`src/rtl/riscv_pkg.sv`:
```
// Shared RISC-V front-end definitions: address width, NOP encoding, PC step
// and the fetch queue entry layout.
package riscv_pkg;
  localparam int          XLEN      = 64;
  localparam logic [31:0] NOP_INSTR = 32'h00000013;
  localparam int          PC_STEP   = 4;

  typedef struct packed {
    logic [XLEN-1:0] pc;
    logic [31:0]     instr;
  } fetch_entry_t;
endpackage

```
`src/rtl/fetch_queue.sv`:
```
// Two-entry synchronous FIFO holding fetched {pc, instr} pairs.
// Flush empties it in one edge and overrides any push/pop.
module fetch_queue #(
  parameter type entry_t = riscv_pkg::fetch_entry_t
) (
  input  logic       clk,
  input  logic       reset,
  input  logic       push,
  input  logic       pop,
  input  logic       flush,
  input  entry_t     din,
  output entry_t     head,
  output logic [1:0] count
);
  entry_t mem [2];
  logic   wr_ptr, rd_ptr;
  logic   do_push, do_pop;

  assign do_pop  = pop && (count != 2'd0);
  assign do_push = push && ((count != 2'd2) || do_pop);
  assign head    = mem[rd_ptr];

  always_ff @(posedge clk) begin
    if (reset || flush) begin
      count  <= 2'd0;
      wr_ptr <= 1'b0;
      rd_ptr <= 1'b0;
    end else begin
      if (do_push) wr_ptr <= ~wr_ptr;
      if (do_pop)  rd_ptr <= ~rd_ptr;
      count <= count + 2'(do_push) - 2'(do_pop);
    end
  end

  // When full with a pop, wr_ptr == rd_ptr: the head is read this cycle and
  // overwritten on the edge, so the slot is reused without a hazard.
  always_ff @(posedge clk) begin
    if (do_push && !flush && !reset) mem[wr_ptr] <= din;
  end
endmodule

```
`src/rtl/fetch_ctrl.sv`:
```
// Instruction-fetch sequencer: owns the fetch PC, feeds a 2-entry queue from
// instruction_memory and presents the head to decode with valid/ready.
module fetch_ctrl #(
  parameter int              XLEN     = 64,
  parameter logic [XLEN-1:0] RESET_PC = '0,
  parameter int              CNT_W    = 32
) (
  input  logic             clk,
  input  logic             reset,
  input  logic             fetch_en,
  output logic [XLEN-1:0]  imem_addr,
  input  logic [31:0]      imem_instr,
  input  logic             redirect_valid,
  input  logic [XLEN-1:0]  redirect_pc,
  output logic             if_valid,
  input  logic             if_ready,
  output logic [XLEN-1:0]  if_pc,
  output logic [31:0]      if_instr,
  output logic             misalign_err,
  output logic [CNT_W-1:0] stall_cnt
);
  import riscv_pkg::*;

  typedef struct packed {
    logic [XLEN-1:0] pc;
    logic [31:0]     instr;
  } entry_t;

  logic [XLEN-1:0] fetch_pc;
  logic [1:0]      count;
  logic            pop, push;
  entry_t          din, head;

  assign imem_addr = fetch_pc;
  assign if_valid  = (count != 2'd0);
  assign pop       = if_valid && if_ready;
  assign push      = fetch_en && !redirect_valid && ((count != 2'd2) || pop);
  assign din       = '{pc: fetch_pc, instr: imem_instr};
  assign if_pc     = if_valid ? head.pc : '0;
  assign if_instr  = if_valid ? head.instr : NOP_INSTR;

  fetch_queue #(.entry_t(entry_t)) u_q (
    .clk   (clk),
    .reset (reset),
    .push  (push),
    .pop   (pop),
    .flush (redirect_valid),
    .din   (din),
    .head  (head),
    .count (count)
  );

  always_ff @(posedge clk) begin
    if (reset) begin
      fetch_pc     <= RESET_PC;
      misalign_err <= 1'b0;
      stall_cnt    <= '0;
    end else begin
      // Redirect wins over sequential fetch; low bits are dropped, not trapped.
      if (redirect_valid) begin
        fetch_pc <= {redirect_pc[XLEN-1:2], 2'b00};
        if (redirect_pc[1:0] != 2'b00) misalign_err <= 1'b1;
      end else if (push) begin
        fetch_pc <= fetch_pc + XLEN'(PC_STEP);
      end
      if (if_valid && !if_ready && (stall_cnt != '1))
        stall_cnt <= stall_cnt + 1'b1;
    end
  end
endmodule

```
`config.mk`:
```
export PLATFORM = sky130hd
export DESIGN_NAME = fetch_ctrl
export DESIGN_NICKNAME = d
export VERILOG_FILES = /design/src/rtl/riscv_pkg.sv /design/src/rtl/fetch_queue.sv /design/src/rtl/fetch_ctrl.sv
export SDC_FILE = /design/constraint.sdc
export NUM_CORES = 1
export LEC_CHECK = 0
export BUFFER_PORTS_ARGS = -buffer_cell sky130_fd_sc_hd__buf_2
export CORE_MARGIN = 2
export CORE_UTILIZATION = 50
export DETAILED_ROUTE_END_ITERATION = 7
export PLACE_DENSITY = 0.78
export SYNTH_ARGS = -nofsm -noshare
export SYNTH_HDL_FRONTEND = slang
export SYNTH_SLANG_ARGS = --single-unit
```
`constraint.sdc`:
```
create_clock -name clk -period 11.25 [get_ports clk]
set_clock_uncertainty 0.2 [all_clocks]
set_input_delay 2.25 -clock clk [delete_from_list [all_inputs] [get_ports clk]]
set_output_delay 2.25 -clock clk [all_outputs]
set_load 0.03 [all_outputs]
```
==> Yosys cells after proc, flatten, opt, wreduce, memory -nomap -nowiden <==
Memory sizes are Yosys's and may differ from the RTL's. A register that Yosys moved wholly into a read port is not among the register bits.
Cells that the tools add are included.
{ "word_totals": {"elab_cells": 44, "inputBits": 101, "mem_count": 1, "register_bits": 101, "ram_bits": 192} }
{ "mem_list": {"columns": ["memory", "words", "word_bits", "rd", "rd_clocked_by_memory_dff", "write_ports", "line", "rtl"], "rows": [
  ["u_q.mem", 2, 96, 1, 1, 1, "fetch_queue.sv:15", "entry_t mem [2];"]
]} }
{ "op_classes": {"reduce_logical": 20, "n_addsub": 4, "bitwise_logic": 2, "mux": 8, "n_eq_ne": 2} }
{ "ops": {"columns": ["operator", "count"], "rows": [
  ["64-bit 2-to-1 mux", 3],
  ["64-bit by 3-bit adder with 64-bit output, second input constant", 1],
  ["32-bit by 1-bit adder with 32-bit output, second input constant", 1],
  ["32-bit 2-to-1 mux", 1],
  ["32-bit inequality test, second input constant", 1],
  ["1-bit logical AND", 9],
  ["2-bit nonzero test", 3],
  ["1-bit 2-to-1 mux", 4],
  ["1-bit zero test", 3],
  ["1-bit logical OR", 3],
  ["2-bit by 1-bit adder with 2-bit output", 1],
  ["2-bit inequality test, second input constant", 1],
  ["1-bit NOT", 2],
  ["2-bit AND reduction", 1],
  ["2-bit OR reduction", 1],
  ["2-bit by 1-bit subtractor with 2-bit output", 1]
]} }

==> Longest topological paths before layout <==
{ "logic_depth": {"word_depth": 9, "depth_mapped": 9, "mapped_depth_nobuf": 9} }

==> Cells and area by module <==
A second synthesis with hierarchy kept.
{ "unflattened": {"hier_cells": 1113, "hier_area_um2": 13477.9} }
{ "by_module_without_submodules": {"columns": ["module", "cells_each", "n_inst", "area_per_inst_um2", "seq_area_each_um2"], "rows": [
  ["fetch_queue", 323, 1, 7373.3, 5865.6],
  ["fetch_ctrl", 790, 1, 6104.6, 1901.8]
]} }

==> Worst setup path before layout <==
Ideal clock, no wire load.
{ "synth_path": {"path_kind": "input port to flip-flop", "start": "input fetch_en", "end": "memory u_q.mem[0][0] (netlist bit) (enable)", "setup_time_ns": 0.548, "cell_stages": 4, "t_arrival_ns": 6.772, "path_slack_ns": 3.730, "path_buffers": 2, "path_cell_list": "clkbuf_1 nand3_1 clkbuf_1 nor2_1"} }
{ "synth_between": {"elab_chain_len": 7} }
{ "synth_lines": {"columns": ["item", "line", "rtl"], "rows": [
  ["start: declaration", "fetch_ctrl.sv:10", "input logic fetch_en,"],
  ["1-bit logical AND (2 in series)", "fetch_ctrl.sv:37", "assign push = fetch_en && !redirect_valid && ((count != 2'd2) || pop);"],
  ["1-bit logical AND", "fetch_queue.sv:20", "assign do_push = push && ((count != 2'd2) || do_pop);"],
  ["1-bit logical AND (2 in series)", "fetch_queue.sv:38", "if (do_push && !flush && !reset) mem[wr_ptr] <= din;"],
  ["1-bit 2-to-1 mux", "fetch_queue.sv:38", null],
  ["1-bit 2-to-1 mux (implied by the code)", "fetch_queue.sv:38", null],
  ["end: declaration", "fetch_queue.sv:15", null]
]} }
No other way between the ends.

==> Worst setup path in the final report <==
{ "layout_path": {"start": "register u_q.count[1]", "end": "output if_instr[1]"} }
{ "layout_between": {"elab_chain_len": 2} }
{ "layout_lines": {"columns": ["item", "line", "rtl"], "rows": [
  ["start: declaration", "fetch_queue.sv:13", "output logic [1:0] count"],
  ["start signal: assignment", "fetch_queue.sv:31", "count <= count + 2'(do_push) - 2'(do_pop);"],
  ["2-bit nonzero test", "fetch_ctrl.sv:35", "assign if_valid = (count != 2'd0);"],
  ["32-bit 2-to-1 mux", "fetch_ctrl.sv:40", "assign if_instr = if_valid ? head.instr : NOP_INSTR;"],
  ["end: declaration", "fetch_ctrl.sv:18", "output logic [31:0] if_instr,"]
]} }
No other way between the ends.

==> flow_metrics.tcl <==
set metrics [dict create \
    clk_path_buf_depth 3 \
    rsz0062_at_grt "no" \
    cp.arrival_ns 3.05 \
    yosysTopAreaCell "edfxtp_1" \
    num_io_pins 295 \
    cts_tree "yes" \
    cts_htree_levels 1 \
    core_area_um2 25300 \
    path_buf_inv 3 \
    drt_first_pass_iters 5 \
    yosysMostFrequentCell "edfxtp_1" \
    netlist_top_cells_count "188 x edfxtp_1, 167 x nor2_1, 100 x dfxtp_1" \
    status "completed" \
    grt_pass1_vias 9505 \
    syn_area_per_cell_um2 11.3 \
    root_buffer "clkbuf_16" \
    synth_flop_cell "edfxtp_1" \
    fp-row-count 58 \
    cts_setup_buffers 0 \
    finalSetupViolCount 0 \
    cts_buffers 30 \
    fmax_ghz 0.182 \
    start_kind "flop" \
    cts_resized 0 \
    overflow 0 \
    slew_headroom_pct 30.0 \
    fin_nets 1516 \
    synth-seq-area-share_pct 59.1 \
    critPathRequiredTime_ns 8.80 \
    dieArea_um2 27200 \
    fin_crit_ns 5.50 \
    leakage_nw 5.76 \
    setup_slack_ns 5.75 \
    area_growth_pct 20.8 \
    viasPerCell 5.80 \
    power_mw 2.44 \
    clkLatencyLatePin_ns 0.58 \
    die_w_um 165 \
    tns_ns 0 \
    tightest_slew_ns 1.05 \
    grt_pass1_wl_mm 51.5 \
    gp_congestion 0.814 \
    drc 0 \
    crit_family "buffers and inverters" \
    grt_max_degree 63 \
    maxCapViolations 0 \
    drive_gt1_share_pct 25.6 \
    yosys.area.top_type_share_pct 43.6 \
    synth_cell_type_count 66 \
    p_per_area_nw_per_um2 156 \
    max_stage_delay_ns 0.73 \
    critPathKind "reg -> out" \
    drv_slew 0 \
    cts.sinks 288 \
    fin_crit_sh_pct 48.9 \
    ant_nets 0 \
    ys_ff_latch 288 \
    crit_chain "nor2_4, buf_4, inv_1, nand2_1, buf_2" \
    final-hold-violation-count 0 \
    vias 10200 \
    crit_slowest_cell "nor2_4" \
    start_util_pct 51.1 \
    cp_max_fo 58 \
    peakVddDrop_mv 0.125 \
    syn_area_um2 12900 \
    yosys_warnings 0 \
    netlist_instances 1149 \
    drt_first_iter_violations 1022 \
    hold_buffers 0 \
    grt_antenna_before_repair 2 \
    ys_async_sr_fraction_pct 0 \
    place_ws_ns 5.48 \
    routed_wl_mm 34.1 \
    yosys-top-cells-area "edfxtp_1 44%, dfxtp_1 15%, mux2i_1 7.3%" \
    synth_edf_count 188 \
    fp.dieH_um 165 \
    io_buffers 290 \
    fill_cells 2048 \
    endpoint_kind "output port" \
    clk_pin_slew_ns 0.06 \
    hold_class "reg -> reg" \
    grt_use_total_pct 24.1 \
    dpl.hpwl_mm 23.2 \
    wire_per_inst_um 19.3 \
]
## layout by cell type (no fill, tap or decap), types with 30 or more instances in the layout
cell,synthesis,layout
buf_2,4,289
nand3_1,37,37
a21oi_1,34,34
xnor2_1,31,31
mux2i_1,95,95
dfxtp_1,100,99
a211oi_1,33,33
nand2_1,62,62
clkbuf_16,0,30
edfxtp_1,188,188
nor2_1,167,165
nand4_1,44,44
## state kept, by name, indices dropped and copies added, names as in the netlist, named ones only
name	cells
misalign_err	1
stall_cnt	32
u_q.mem	188
u_q.rd_ptr	1
imem_addr	62
u_q.wr_ptr	1
u_q.count	2
## kinds of logic after synthesis
kind of cell,count (synthesis),synth area share (%)
adders and majority gates,4,0.387
AOI/OAI and AO/OA,143,7.54
muxes,103,8.05
buffers and inverters,89,2.85
xor gates and xnor gates,44,2.98
DFF,288,59.1
and+or+nand+nor,477,19.1
other,1,0.0290
## layout make-up
| type | instances | area (µm²) | share of cell area, % |
|---|---|---|---|
| multi-input cells | 775 | 4950 | 31.7 |
| well taps | 330 | 413 | 2.64 |
| flip-flops and latches | 288 | 7650 | 49.0 |
| diodes | 2 | 5.00 | 0.0320 |
| repair buffers | 297 | 1510 | 9.64 |
| inverters | 19 | 71.3 | 0.456 |
| clock inverters | 20 | 253 | 1.62 |
| clock buffers | 36 | 773 | 4.95 |
## per-layer routing
layer,part of all wire (%),GRT usage (%)
met1,41,32.0
met2,47,40.1
met3,8.7,4.85
met4,2.5,7.47
met5,0.038,0
## power breakdown
part           switching, mW  internal [mW]  leakage (nW)
sequential            0.0394           1.16          2.57
clock                  0.421          0.607         0.495
combinational          0.151         0.0668          2.70
## metrics by stage
step | hold WS, ns | util (%) | instance area, µm² | cells
final | 0.244 | 61.7 | 15600 | 1767
after floorplan | 0.281 | - | 12900 | 1152
after global routing | 0.281 | 61.7 | 15600 | 1765
after global placement | 0.232 | 57.6 | 14600 | 1709
after CTS | 0.251 | 61.7 | 15600 | 1765
after detailed placement | 0.242 | 57.6 | 14600 | 1709
## tightest hold or removal path, delay by kind of cell, from the launching register on
| family | cells | cell delay, ns |
|---|---|---|
| flops | 1 | 0.31 |
| buf+inv | 1 | 0.05 |
| compound gates | 1 | 0.05 |
## final timing paths
kind	slack, ns	start	endpoint	cells after the start
max	5.75	u_q.count[1]$_SDFF_PP0_	if_instr[1]	5
min	0.24	misalign_err$_SDFFE_PP0P_	misalign_err$_SDFFE_PP0P_	2
max reg2reg	7.62	u_q.count[0]$_SDFF_PP0_	u_q.mem[0][82]$_DFFE_PP_	4
min reg2reg	0.24	misalign_err$_SDFFE_PP0P_	misalign_err$_SDFFE_PP0P_	2
Power figures use the tool's default switching activity.
